## src/rtl/gb_pkg.sv

```systemverilog
// rtl/gb_pkg.sv - shared constants and state encoding for the gray-balance frame controller
package gb_pkg;

    localparam logic [3:0] PKT_VIDEO   = 4'h0;
    localparam logic [3:0] PKT_CTRL    = 4'hF;
    localparam int         GB_GAIN_ONE = 256;

    typedef enum logic [1:0] {
        S_IDLE  = 2'd0,
        S_VIDEO = 2'd1,
        S_SKIP  = 2'd2
    } gb_state_e;

endpackage

```

## src/rtl/gb_chan_accum.sv

```systemverilog
// rtl/gb_chan_accum.sv - saturating per-channel accumulator with clear and sticky overflow
module gb_chan_accum #(
    parameter int DW = 8,
    parameter int SW = 30
) (
    input  logic          clk,
    input  logic          rst_n,
    input  logic          i_clr,
    input  logic          i_add,
    input  logic [DW-1:0] i_din,
    output logic [SW-1:0] o_sum_nxt,
    output logic          o_ovf_nxt
);

    logic [SW-1:0] r_sum;
    logic          r_ovf;
    logic [SW:0]   w_add;

    // Next-state values are exported so the parent can latch a frame total
    // on the same edge that absorbs the final pixel.
    always_comb begin
        w_add     = {1'b0, r_sum} + (SW+1)'(i_din);
        o_sum_nxt = r_sum;
        o_ovf_nxt = r_ovf;
        if (i_clr) begin
            o_sum_nxt = '0;
            o_ovf_nxt = 1'b0;
        end else if (i_add) begin
            if (w_add[SW]) begin
                o_sum_nxt = '1;
                o_ovf_nxt = 1'b1;
            end else begin
                o_sum_nxt = w_add[SW-1:0];
            end
        end
    end

    always_ff @(posedge clk or negedge rst_n) begin
        if (!rst_n) begin
            r_sum <= '0;
            r_ovf <= 1'b0;
        end else begin
            r_sum <= o_sum_nxt;
            r_ovf <= o_ovf_nxt;
        end
    end

endmodule

```

## src/rtl/gb_frame_ctrl.sv

```systemverilog
// rtl/gb_frame_ctrl.sv - packet classifier, frame statistics and frame-aligned gain commit
module gb_frame_ctrl
    import gb_pkg::*;
#(
    parameter int CH_WIDTH   = 8,
    parameter int CNT_WIDTH  = 22,
    parameter int GAIN_WIDTH = 10,
    parameter int SUM_WIDTH  = CH_WIDTH + CNT_WIDTH
) (
    input  logic                  clk,
    input  logic                  rst_n,
    input  logic [3*CH_WIDTH-1:0] din_data,
    input  logic                  din_valid,
    input  logic                  din_ready,
    input  logic                  din_sop,
    input  logic                  din_eop,
    input  logic [GAIN_WIDTH-1:0] cfg_gain_r,
    input  logic [GAIN_WIDTH-1:0] cfg_gain_g,
    input  logic [GAIN_WIDTH-1:0] cfg_gain_b,
    input  logic                  cfg_bypass,
    input  logic                  cfg_wr,
    output logic [GAIN_WIDTH-1:0] gain_r,
    output logic [GAIN_WIDTH-1:0] gain_g,
    output logic [GAIN_WIDTH-1:0] gain_b,
    output logic                  bypass,
    output logic                  gain_commit,
    output logic                  cfg_pending,
    output logic [SUM_WIDTH-1:0]  stat_sum_r,
    output logic [SUM_WIDTH-1:0]  stat_sum_g,
    output logic [SUM_WIDTH-1:0]  stat_sum_b,
    output logic [CNT_WIDTH-1:0]  stat_pix_cnt,
    output logic                  stat_valid,
    output logic                  stat_ovf,
    output logic                  frame_err,
    output logic                  busy
);

    localparam logic [GAIN_WIDTH-1:0] GAIN_ONE = GAIN_WIDTH'(GB_GAIN_ONE);

    gb_state_e             r_state;
    logic [GAIN_WIDTH-1:0] r_sh_gain_r, r_sh_gain_g, r_sh_gain_b;
    logic                  r_sh_bypass;
    logic [CNT_WIDTH-1:0]  r_cnt;
    logic                  r_cnt_ovf;

    logic                  w_beat, w_hdr, w_is_video, w_clr, w_pix, w_latch, w_commit;
    logic [CNT_WIDTH-1:0]  w_cnt_nxt;
    logic                  w_cnt_ovf_nxt;
    logic [SUM_WIDTH-1:0]  w_sum_r_nxt, w_sum_g_nxt, w_sum_b_nxt;
    logic                  w_ovf_r_nxt, w_ovf_g_nxt, w_ovf_b_nxt;

    assign w_beat     = din_valid & din_ready;
    assign w_hdr      = w_beat & din_sop;
    assign w_is_video = (din_data[3:0] == PKT_VIDEO);
    assign w_clr      = w_hdr & w_is_video;
    assign w_pix      = w_beat & ~din_sop & (r_state == S_VIDEO);
    assign w_commit   = w_clr & cfg_pending;
    // A single-beat video packet reports an empty frame, so it latches too.
    assign w_latch    = (w_pix | w_clr) & din_eop;

    always_comb begin
        w_cnt_nxt     = r_cnt;
        w_cnt_ovf_nxt = r_cnt_ovf;
        if (w_clr) begin
            w_cnt_nxt     = '0;
            w_cnt_ovf_nxt = 1'b0;
        end else if (w_pix) begin
            if (&r_cnt) begin
                w_cnt_ovf_nxt = 1'b1;
            end else begin
                w_cnt_nxt = r_cnt + 1'b1;
            end
        end
    end

    gb_chan_accum #(.DW(CH_WIDTH), .SW(SUM_WIDTH)) u_acc_r (
        .clk(clk), .rst_n(rst_n), .i_clr(w_clr), .i_add(w_pix),
        .i_din(din_data[3*CH_WIDTH-1 -: CH_WIDTH]),
        .o_sum_nxt(w_sum_r_nxt), .o_ovf_nxt(w_ovf_r_nxt)
    );

    gb_chan_accum #(.DW(CH_WIDTH), .SW(SUM_WIDTH)) u_acc_g (
        .clk(clk), .rst_n(rst_n), .i_clr(w_clr), .i_add(w_pix),
        .i_din(din_data[2*CH_WIDTH-1 -: CH_WIDTH]),
        .o_sum_nxt(w_sum_g_nxt), .o_ovf_nxt(w_ovf_g_nxt)
    );

    gb_chan_accum #(.DW(CH_WIDTH), .SW(SUM_WIDTH)) u_acc_b (
        .clk(clk), .rst_n(rst_n), .i_clr(w_clr), .i_add(w_pix),
        .i_din(din_data[CH_WIDTH-1:0]),
        .o_sum_nxt(w_sum_b_nxt), .o_ovf_nxt(w_ovf_b_nxt)
    );

    always_ff @(posedge clk or negedge rst_n) begin
        if (!rst_n) begin
            r_state      <= S_IDLE;
            r_sh_gain_r  <= GAIN_ONE;
            r_sh_gain_g  <= GAIN_ONE;
            r_sh_gain_b  <= GAIN_ONE;
            r_sh_bypass  <= 1'b0;
            r_cnt        <= '0;
            r_cnt_ovf    <= 1'b0;
            gain_r       <= GAIN_ONE;
            gain_g       <= GAIN_ONE;
            gain_b       <= GAIN_ONE;
            bypass       <= 1'b0;
            gain_commit  <= 1'b0;
            cfg_pending  <= 1'b0;
            stat_sum_r   <= '0;
            stat_sum_g   <= '0;
            stat_sum_b   <= '0;
            stat_pix_cnt <= '0;
            stat_valid   <= 1'b0;
            stat_ovf     <= 1'b0;
            frame_err    <= 1'b0;
            busy         <= 1'b0;
        end else begin
            r_cnt       <= w_cnt_nxt;
            r_cnt_ovf   <= w_cnt_ovf_nxt;
            gain_commit <= w_commit;
            stat_valid  <= w_latch;
            frame_err   <= w_hdr & (r_state != S_IDLE);

            if (w_commit) begin
                gain_r <= r_sh_gain_r;
                gain_g <= r_sh_gain_g;
                gain_b <= r_sh_gain_b;
                bypass <= r_sh_bypass;
            end

            // A write coinciding with a commit lands in the shadow and stays pending.
            if (cfg_wr) begin
                r_sh_gain_r <= cfg_gain_r;
                r_sh_gain_g <= cfg_gain_g;
                r_sh_gain_b <= cfg_gain_b;
                r_sh_bypass <= cfg_bypass;
                cfg_pending <= 1'b1;
            end else if (w_commit) begin
                cfg_pending <= 1'b0;
            end

            if (w_latch) begin
                stat_sum_r   <= w_sum_r_nxt;
                stat_sum_g   <= w_sum_g_nxt;
                stat_sum_b   <= w_sum_b_nxt;
                stat_pix_cnt <= w_cnt_nxt;
                stat_ovf     <= w_cnt_ovf_nxt | w_ovf_r_nxt | w_ovf_g_nxt | w_ovf_b_nxt;
            end

            if (w_hdr) begin
                if (din_eop) begin
                    r_state <= S_IDLE;
                    busy    <= 1'b0;
                end else begin
                    r_state <= w_is_video ? S_VIDEO : S_SKIP;
                    busy    <= 1'b1;
                end
            end else if (w_beat && din_eop && r_state != S_IDLE) begin
                r_state <= S_IDLE;
                busy    <= 1'b0;
            end
        end
    end

endmodule

```

## config.mk

```make
export PLATFORM = sky130hd
export DESIGN_NAME = gb_frame_ctrl
export DESIGN_NICKNAME = d
export VERILOG_FILES = /design/src/rtl/gb_pkg.sv /design/src/rtl/gb_chan_accum.sv /design/src/rtl/gb_frame_ctrl.sv
export SDC_FILE = /design/constraint.sdc
export NUM_CORES = 1
export LEC_CHECK = 0
export ABC_AREA = 1
export CAP_MARGIN = 30
export CELL_PAD_IN_SITES_DETAIL_PLACEMENT = 2
export CELL_PAD_IN_SITES_GLOBAL_PLACEMENT = 2
export CORE_MARGIN = 2
export CORE_UTILIZATION = 34
export DETAILED_ROUTE_END_ITERATION = 10
export PLACE_DENSITY_LB_ADDON = 0.3
export RECOVER_POWER = 100
export SKIP_LAST_GASP = 1
export SLEW_MARGIN = 15
export SYNTH_ARGS = -nofsm -noshare
export SYNTH_HDL_FRONTEND = slang
export SYNTH_SLANG_ARGS = --single-unit
```

## constraint.sdc

```tcl
create_clock -name clk -period 5.5 [get_ports clk]
set_input_delay 0.825 -clock clk [delete_from_list [all_inputs] [get_ports clk]]
set_output_delay 0.825 -clock clk [all_outputs]
set_load 0.03 [all_outputs]
```

==> results of run 1 <==
==> tightest hold or removal path, delay by kind of cell (launching register included) <==
kind | cells | cell delay [ns]
simple gates | 2 | 0.10
flops | 1 | 0.34
==> kinds of logic (layout without fill, tap and decap cells) <==
logic type / count (synthesis) / count (layout) / synth area share, %
xor+xnor: 28 / 28 / 1.61
simple gates: 1139 / 1139 / 31.9
flops: 298 / 298 / 48.9
fa+ha+maj: 28 / 28 / 2.44
other cells: 0 / 1 / 0
compound gates: 199 / 199 / 7.01
mux: 2 / 2 / 0.131
buf+inv: 317 / 535 / 8.05
==> final timing paths <==
kind | start | endpoint | depth (start not counted)
min in group asynchronous | rst_n | stat_sum_b[26] | 1
setup reg to reg | r_state[0] | stat_sum_r[23] | 11
hold reg to reg | stat_pix_cnt[14] | stat_pix_cnt[14] | 2
hold / removal | stat_pix_cnt[14] | stat_pix_cnt[14] | 2
max in group asynchronous | rst_n | stat_sum_r[10] | 2
setup / recovery | din_ready | stat_sum_r[23] | 12
==> power breakdown <==
part | internal [W] | leakage, nW | total, W | switching (W)
logic | 0.000437 | 5.55 | 0.00123 | 0.000791
clock network | 0.00166 | 0.642 | 0.00266 | 0.00100
registers | 0.00242 | 3.94 | 0.00258 | 0.000159
total | 0.00451 | 10.1 | 0.00646 | 0.00195
==> per-stage QoR <==
stage          power [W]  utilization, %  cell area [um2]
2_1_floorplan    0.00333               -            15300
3_3_place_gp     0.00381            40.4            17900
3_5_place_dp     0.00389            40.6            18000
4_1_cts          0.00660            43.5            19300
5_1_grt          0.00678            43.4            19200
6_report         0.00646            43.4            19200
==> layer usage <==
metal	vias up	part of all wire, %	GRT usage (%)
met2	241	51	42.3
met4	0	2.6	7.15
met3	82	5.1	4.99
met5	-	0	0
met1	7342	41	27.9
li1	6788	-	-
==> final cells by class <==
| class | count | share of cell area, % |
|---|---|---|
| flip-flops and latches | 298 | 38.8 |
| well taps | 592 | 3.85 |
| clock buffers | 55 | 5.87 |
| multi-input cells | 1396 | 33.9 |
| diodes | 1 | 0.0130 |
| clock inverters | 12 | 0.989 |
| inverters | 241 | 4.73 |
| repair buffers | 227 | 11.8 |
==> flip-flops by register name, indices dropped and copies added, names as in the netlist, 10 cells and up <==
name           cells
u_acc_r.r_sum     30
gain_g            10
gain_b            10
gain_r            10
r_sh_gain_r       10
r_sh_gain_b       10
stat_sum_g        30
stat_pix_cnt      22
u_acc_b.r_sum     30
stat_sum_b        30
stat_sum_r        30
u_acc_g.r_sum     30
r_sh_gain_g       10
r_cnt             22
==> synth_stat cells (5+ instances only) <==
master	number
buf_4	5
xor2_1	21
inv_1	236
o21bai_1	6
o21ai_0	122
nand2_1	672
clkbuf_1	48
dfstp_2	6
ha_1	25
xnor2_1	7
nor3_1	29
a31oi_1	7
dfrtp_1	292
nand3b_1	18
nor2_1	125
buf_2	11
nand4_1	45
buf_1	11
nand3_1	218
or2_2	14
a21oi_1	50
==> impl_metrics.json, run 1 <==
{
  "cts_root_buffer": "clkbuf_16",
  "period_minus_slack_ns": 4.12,
  "grt_start_max_net_pins": 105,
  "grt_use_total_pct": 23.5,
  "fillerInstances": 5077,
  "cts_sinks": 298,
  "hold_buffers": 0,
  "leakagePower_nw": 10.1,
  "synth_nets": 2101,
  "routed_via_density": 5.12,
  "min_period_over_period_pct": 74.9,
  "most-common-layout-cells": "nand2_1, dfrtp_1, inv_1, nand3_1, dlygate4sd3_1",
  "crit_chain": "dlygate4sd3_1 -> nand2_1 -> nor2_1 -> nand2_2 -> inv_1 -> clkbuf_1 -> nand2_1 -> nor3_1 -> nand3_1 -> nand3_1 -> nand2_1 -> o21ai_0",
  "pwr_density_cell_nw_per_um2": 336,
  "synthToLayoutAreaGrowth_pct": 25.9,
  "die_y_um": 216,
  "setup_viol": 0,
  "final_common_cell": "nand2_1",
  "boundaryPins": 211,
  "drc": 0,
  "final_layout_size_suffix_gt1_share_pct": 4.40,
  "seq_area_frac_synth_pct": 48.9,
  "worst-path-buf-inv": 3,
  "place_ws_ns": 1.52,
  "worst-r2r-setup-slack_ns": 1.85,
  "grt_pass1_vias": 16500,
  "clk_pin_slew_ns": 0.06,
  "clock_path_buffers": 3,
  "ys_ff_latch": 298,
  "slew_violations": 160,
  "first_pass_iters": 4,
  "cts_setup_buffers": 0,
  "cts_buffers": 38,
  "drtIter0Drc": 519,
  "criticalPathCategory": "in -> reg",
  "worstPathArrival_ns": 4.60,
  "cts_htree_levels": 2,
  "place_congestion": 0.827,
  "layout_setup_ws_ns": 1.38,
  "netlist_area_um2": 15300,
  "whs_ns": 0.472,
  "syn_area_per_cell_um2": 7.59,
  "multiInputGateArea_um2": 6520,
  "min-delay-path-class": "reg -> reg",
  "placed_cells": 2753,
  "synth_async_sr_flop_share_pct": 100,
  "yosys-top-cells-area": "dfrtp_1, nand2_1, nand3_1, inv_1, o21ai_0",
  "crit_top_cell": "nand2_1",
  "hold_viol": 0,
  "num_rows": 77,
  "gr-total-overflow": 0,
  "violations": "max-capacitance violations, max-slew violations",
  "antenna_found_initial": 1,
  "critical_path.max_fanout": 30,
  "ys.flop_type": "dfrtp_1",
  "start_util_pct": 34.5,
  "end_kind": "register",
  "place_hpwl_um": 37800,
  "routed_wl_um": 54100,
  "skew_ns": 0.0194,
  "postRouteAntennaNets": 0,
  "route.vias.total": 14500,
  "worst_path_max_delay_cell": "clkbuf_1",
  "rsz0062_at_grt": "no",
  "slew_headroom_pct": -73.3,
  "vdd_drop_max_v": 0.000235,
  "coreArea_um2": 44300,
  "dieArea_um2": 46600,
  "yosysTopAreaCellShare_pct": 47.8,
  "cp.required_ns": 5.98,
  "start_kind": "primary input",
  "stdcell_count": 2822,
  "path_delay_family": "buffers and inverters",
  "synth_top_area_cell": "dfrtp_1",
  "fmax_mhz": 243,
  "tns_ns": 0,
  "clkLatencyLatePin_ns": 0.56,
  "synth_edf_count": 0,
  "cpPeakStageDelay_ns": 1.19,
  "grt_pass1_wl_um": 88600,
  "netlist_instances": 2011,
  "drv_cap": 3,
  "ys_warn_count": 0,
  "tightestPinTransition_ns": 2.60,
  "post_cts_resized": 0,
  "yosys.cell_types.count": 43,
  "register_area_um2": 7460,
  "nets": 2292,
  "die_w_um": 216,
  "status": "finished, violations left",
  "cts_tree": "yes",
  "port_buffers": 210,
  "wl_per_cell_um": 19.2
}
(Power assumes the default switching activity.)
==> run 2, diff against run 1 <==
--- a/config.mk
+++ b/config.mk
@@ -10,7 +10,7 @@
 export CELL_PAD_IN_SITES_DETAIL_PLACEMENT = 2
 export CELL_PAD_IN_SITES_GLOBAL_PLACEMENT = 2
 export CORE_MARGIN = 2
-export CORE_UTILIZATION = 34
+export CORE_UTILIZATION = 29
 export DETAILED_ROUTE_END_ITERATION = 10
 export PLACE_DENSITY_LB_ADDON = 0.3
 export RECOVER_POWER = 100
==> constraint.sdc (replaced) <==
create_clock -name clk -period 3.5 [get_ports clk]
set_input_delay 0.525 -clock clk [delete_from_list [all_inputs] [get_ports clk]]
set_output_delay 0.525 -clock clk [all_outputs]
set_load 0.03 [all_outputs]
==> impl_metrics.json, run 2 (synthesis results as in run 1) <==
{
  "num_rows": 84,
  "wl_per_cell_um": 18.2,
  "first_pass_iters": 4,
  "route.vias.total": 14300,
  "synthToLayoutAreaGrowth_pct": 27.0,
  "routed_wl_um": 53500,
  "cts_htree_levels": 2,
  "gr-total-overflow": 0,
  "grt_start_max_net_pins": 94,
  "worst_path_max_delay_cell": "clkbuf_1",
  "antenna_found_initial": 1,
  "die_w_um": 233,
  "slew_violations": 81,
  "place_hpwl_um": 37800,
  "drtIter0Drc": 628,
  "violations": "max-capacitance violations, max-slew violations",
  "final_common_cell": "nand2_1",
  "criticalPathCategory": "in -> reg",
  "worstHoldPathCells": 2,
  "critical_path.max_fanout": 14,
  "leakagePower_nw": 10.2,
  "post_cts_resized": 0,
  "cpPeakStageDelay_ns": 0.64,
  "reg2reg_depth": 13,
  "status": "finished, violations left",
  "antenna_cells": 0,
  "crit_chain": "dlygate4sd3_1 -> ha_1 -> fa_1 -> nand3_1 -> nand3_1 -> nand3_1 -> clkbuf_1 -> nand3_1 -> nand3_1 -> nand2_1",
  "fin_util_pct": 37.1,
  "boundaryPins": 211,
  "power_w": 0.0101,
  "cts_buffers": 39,
  "place_congestion": 0.810,
  "multiInputGateArea_um2": 6540,
  "min-delay-path-class": "reg -> reg",
  "fillerInstances": 6039,
  "period_minus_slack_ns": 3.07,
  "start_kind": "primary input",
  "nets": 2303,
  "worstPathArrival_ns": 3.51,
  "hold_buffers": 1,
  "cts_setup_buffers": 0,
  "grt_pass1_vias": 16200,
  "fmax_mhz": 326,
  "setup_viol": 0,
  "dieArea_um2": 54500,
  "cts_root_buffer": "clkbuf_16",
  "whs_ns": 0.471,
  "pwr_density_cell_nw_per_um2": 518,
  "tns_ns": 0,
  "rsz0062_at_grt": "no",
  "clock_path_buffers": 3,
  "clk_pin_slew_ns": 0.06,
  "final_layout_size_suffix_gt1_share_pct": 5.17,
  "die_y_um": 233,
  "cp.required_ns": 3.94,
  "register_area_um2": 7460,
  "crit_top_cell": "nand3_1",
  "min_period_over_period_pct": 87.7,
  "coreArea_um2": 52300,
  "skew_ns": 0.0166,
  "port_buffers": 210,
  "postRouteAntennaNets": 0,
  "routed_via_density": 4.89,
  "drv_cap": 1,
  "tightestPinTransition_ns": 2.33,
  "vdd_drop_max_v": 0.000263,
  "most-common-layout-cells": "nand2_1, dfrtp_1, inv_1, nand3_1, dlygate4sd3_1",
  "cts_tree": "yes",
  "end_kind": "register",
  "grt_pass1_wl_um": 87500,
  "clkLatencyLatePin_ns": 0.56,
  "drc": 0,
  "hold_viol": 0,
  "slew_headroom_pct": -55.1,
  "grt_use_total_pct": 20.2,
  "worst-r2r-setup-slack_ns": 0.57,
  "cts_sinks": 298,
  "start_util_pct": 29.2
}
run 2: cell types whose count changed in the layout (fill, tap and decap cells not counted), moves of 2 or more:
cell	delta
clkbuf_16	-2
clkbuf_1	-3
clkbuf_2	+7
buf_12	+3
clkinv_2	+4
bufinv_16	-2
clkbuf_8	+2
inv_6	+3
clkinvlp_4	+2
inv_2	+2
run 2: layer usage:
metal / routed length [um] / GRT usage [%]
met1: 23200 / 24.9
met2: 25900 / 34.6
met3: 3130 / 5.19
met4: 1240 / 5.87
met5: 0 / 0
run 2: final timing paths:
path / start / endpoint
max: din_data[0] / stat_sum_b[28]
min: stat_pix_cnt[9] / stat_pix_cnt[9]
max reg2reg: u_acc_r.r_sum[0] / stat_sum_r[16]
min reg2reg: stat_pix_cnt[9] / stat_pix_cnt[9]
max in group asynchronous: rst_n / gain_b[8]
min in group asynchronous: rst_n / stat_sum_b[21]
run 2: critical path, delay by kind of cell:
family                     cells  cell delay [ns]
and+or+nand+nor                6             0.98
buffers and inverters          2             1.25
adders and majority gates      2             0.75
run 2: power breakdown:
| part | switching, W | leakage [nW] | total, W | internal (W) |
|---|---|---|---|---|
| clock network | 0.00167 | 0.634 | 0.00410 | 0.00243 |
| logic | 0.00123 | 5.60 | 0.00192 | 0.000690 |
| registers | 0.000241 | 3.94 | 0.00404 | 0.00380 |
| total | 0.00314 | 10.2 | 0.0101 | 0.00692 |
run 2: stage by stage:
stage,instances,cell area (um2),setup WS (ns)
finish,2932,19400,0.429
global route,2932,19400,0.245
CTS,2931,19500,0.626
detailed placement,2858,18200,0.288
global placement,2858,18200,0.450
floorplan,2011,15300,1.17
run 2: area by class of cell:
cell class | instances | share of cell area [%]
multi-input combinational | 1396 | 33.7
clock inverter | 20 | 1.03
tap | 688 | 4.44
inverter | 241 | 4.68
clock buffer | 52 | 5.64
timing repair buffer | 237 | 12.1
sequential | 298 | 38.5
==> patch (config.mk and constraints of run 1) <==
Set the parameter `GAIN_WIDTH` to 8 (it was 10).
--- a/src/rtl/gb_frame_ctrl.sv
+++ b/src/rtl/gb_frame_ctrl.sv
@@ -4,7 +4,7 @@
 #(
     parameter int CH_WIDTH   = 8,
     parameter int CNT_WIDTH  = 22,
-    parameter int GAIN_WIDTH = 10,
+    parameter int GAIN_WIDTH = 8,
     parameter int SUM_WIDTH  = CH_WIDTH + CNT_WIDTH
 ) (
     input  logic                  clk,
Interface: changed (6 resized); port bits go from 211 to 199. No check against the original RTL was run, so the function may have changed too.
==> patch against run 1 <==
- the flow still finishes with violations (max-capacitance violations, max-slew violations)
- total power down 7.7%
- setup slack better by 0.020 ns
- die area down 1.5%
- routed wire length down 4.6%
- sequential cell count down 12
- register-to-register slack better by 0.09 ns
- clock power down 11%
- final area down 3.7%
- area after synthesis down 1.6%
- critical path type unchanged
- critical endpoint is now stat_sum_r[8]
- largest power group is now registers
==> patch: results <==
group,metric,value,unit
status,status,"finished with violations",
status,violations,"max-capacitance violations, max-slew violations",
logic_synthesis,synth-edff-count,0,
final_layout,drive_gt1_frac,0.0477,
routing,wl_per_cell,18.8,um
grt,antenna_found_initial,0,
placement,routabilityCongestion,0.837,
critical_path,cp_max_fo,30,
clocking,cts_resized,0,
sta,drv_slew,185,
logic_synthesis,synthDistinctLibCells,49,
final_layout,nets,2219,
logic_synthesis,ys_seq_area_frac,0.476,
placement,placed_area,17500,um^2
critical_path,ff2ff_setup_slack,1.94,ns
logic_synthesis,synth.top_cells.by_count,"nand2_1, dfrtp_1, inv_1",
logic_synthesis,synth_fa_ha_area_frac,0.0248,
routing,dr.pass1.iters,5,
sta,clock_skew,0.0182,ns
job,max_cap_viol_count,3,
hold_path,hp-class,"flip-flop to flip-flop",
placement,portBuffers,198,
power,switchingPower,0.00183,W
critical_path,critPathMaxStageDelay,0.86,ns
clocking,path_clk_slew,0.06,ns
placement,pre_cts_ws,1.69,ns
power,leakage,9.81,nW
clocking,clock_path_buffers,3,
sta,slew_headroom,-0.959,
logic_synthesis,synthTopCellsByArea,"dfrtp_1, nand2_1, nand3_1, inv_1, nor2_1",
routing,wirelength,51600,um
clocking,clk_latency,0.55,ns
clocking,htree_levels,2,
grt,grt_start_max_net_pins,102,
placement,dp_hpwl,36200,um
critical_path,critical-path-slowest-cell,"nand3_1",
power,vdd_drop_max,0.238,mV
logic_synthesis,async_flop_share,1.00,
clocking,post-cts-setup-buffers,0,
routing,viasPerCell,5.07,
final_layout,fillers,5097,
grt,track_usage,0.229,
logic_synthesis,netlist_instances,1958,
placement,dp_cells,2690,
critical_path,arrival,4.58,ns
final_layout,antennaDiodeCount,0,
grt,grt_pass1_wl,85600,um
sta,fin_hold_ws,0.473,ns
grt,grt_pass1_vias,15876,
sta,min_period,4.10,ns
clocking,numCtsBuffers,35,
clocking,cts_root_buf,"clkbuf_16",
routing,drt-initial-drc-count,651,
logic_synthesis,synth_compound_area_frac,0.0674,
final_layout,seq_area,7160,um^2
logic_synthesis,synth-xor-area-share,0.0146,
logic_synthesis,synthMuxAreaShare,0.00133,
logic_synthesis,yosys_warnings,0,
[patch: layout make-up]
| class | count | share of cell area |
|---|---|---|
| clock buffers | 56 | 0.0582 |
| clock inverters | 5 | 0.00406 |
| multi-input cells | 1353 | 0.347 |
| flip-flops and latches | 286 | 0.387 |
| repair buffers | 214 | 0.114 |
| well taps | 592 | 0.0400 |
| inverters | 245 | 0.0500 |
[patch: cell families after synthesis]
logic type | after synthesis
flip-flops | 286
buffers and inverters | 319
XOR/XNOR | 25
adder cells (fa/ha/maj) | 28
multiplexers | 2
AO/OA/AOI/OAI | 182
AND/OR/NAND/NOR | 1116
[patch: power groups by stage]
| stage | registers, W | logic [W] | clock network, W |
|---|---|---|---|
| floorplan | 0.00262 | 0.000551 | 0 |
| global placement | 0.00247 | 0.00113 | 0 |
| detailed placement | 0.00248 | 0.00120 | 0 |
| CTS | 0.00245 | 0.00122 | 0.00244 |
| global route | 0.00247 | 0.00128 | 0.00251 |
| finish | 0.00244 | 0.00115 | 0.00237 |
[patch: path summary, 6_finish.rpt]
kind / startpoint / to / cells past startpoint
max: din_valid / stat_sum_r[8] / 10
min: stat_sum_b[28] / stat_sum_b[28] / 2
max reg2reg: r_state[1] / stat_sum_r[8] / 8
min reg2reg: stat_sum_b[28] / stat_sum_b[28] / 2
max in group asynchronous: rst_n / u_acc_b.r_sum[5] / 2
min in group asynchronous: rst_n / stat_sum_b[27] / 1
[patch: per-layer routing]
layer / vias to the layer above / wire length, um / global-route usage
met4: 0 / 1240 / 0.0676
met2: 194 / 26400 / 0.413
li1: 6595 / - / -
met1: 7102 / 22400 / 0.283
met5: - / 0 / 0
met3: 68 / 1650 / 0.0312
[patch: critical path, delay by kind of cell]
kind	cells	cell delay (ns)
compound gates	1	0.49
buf+inv	3	1.77
simple gates	6	1.45
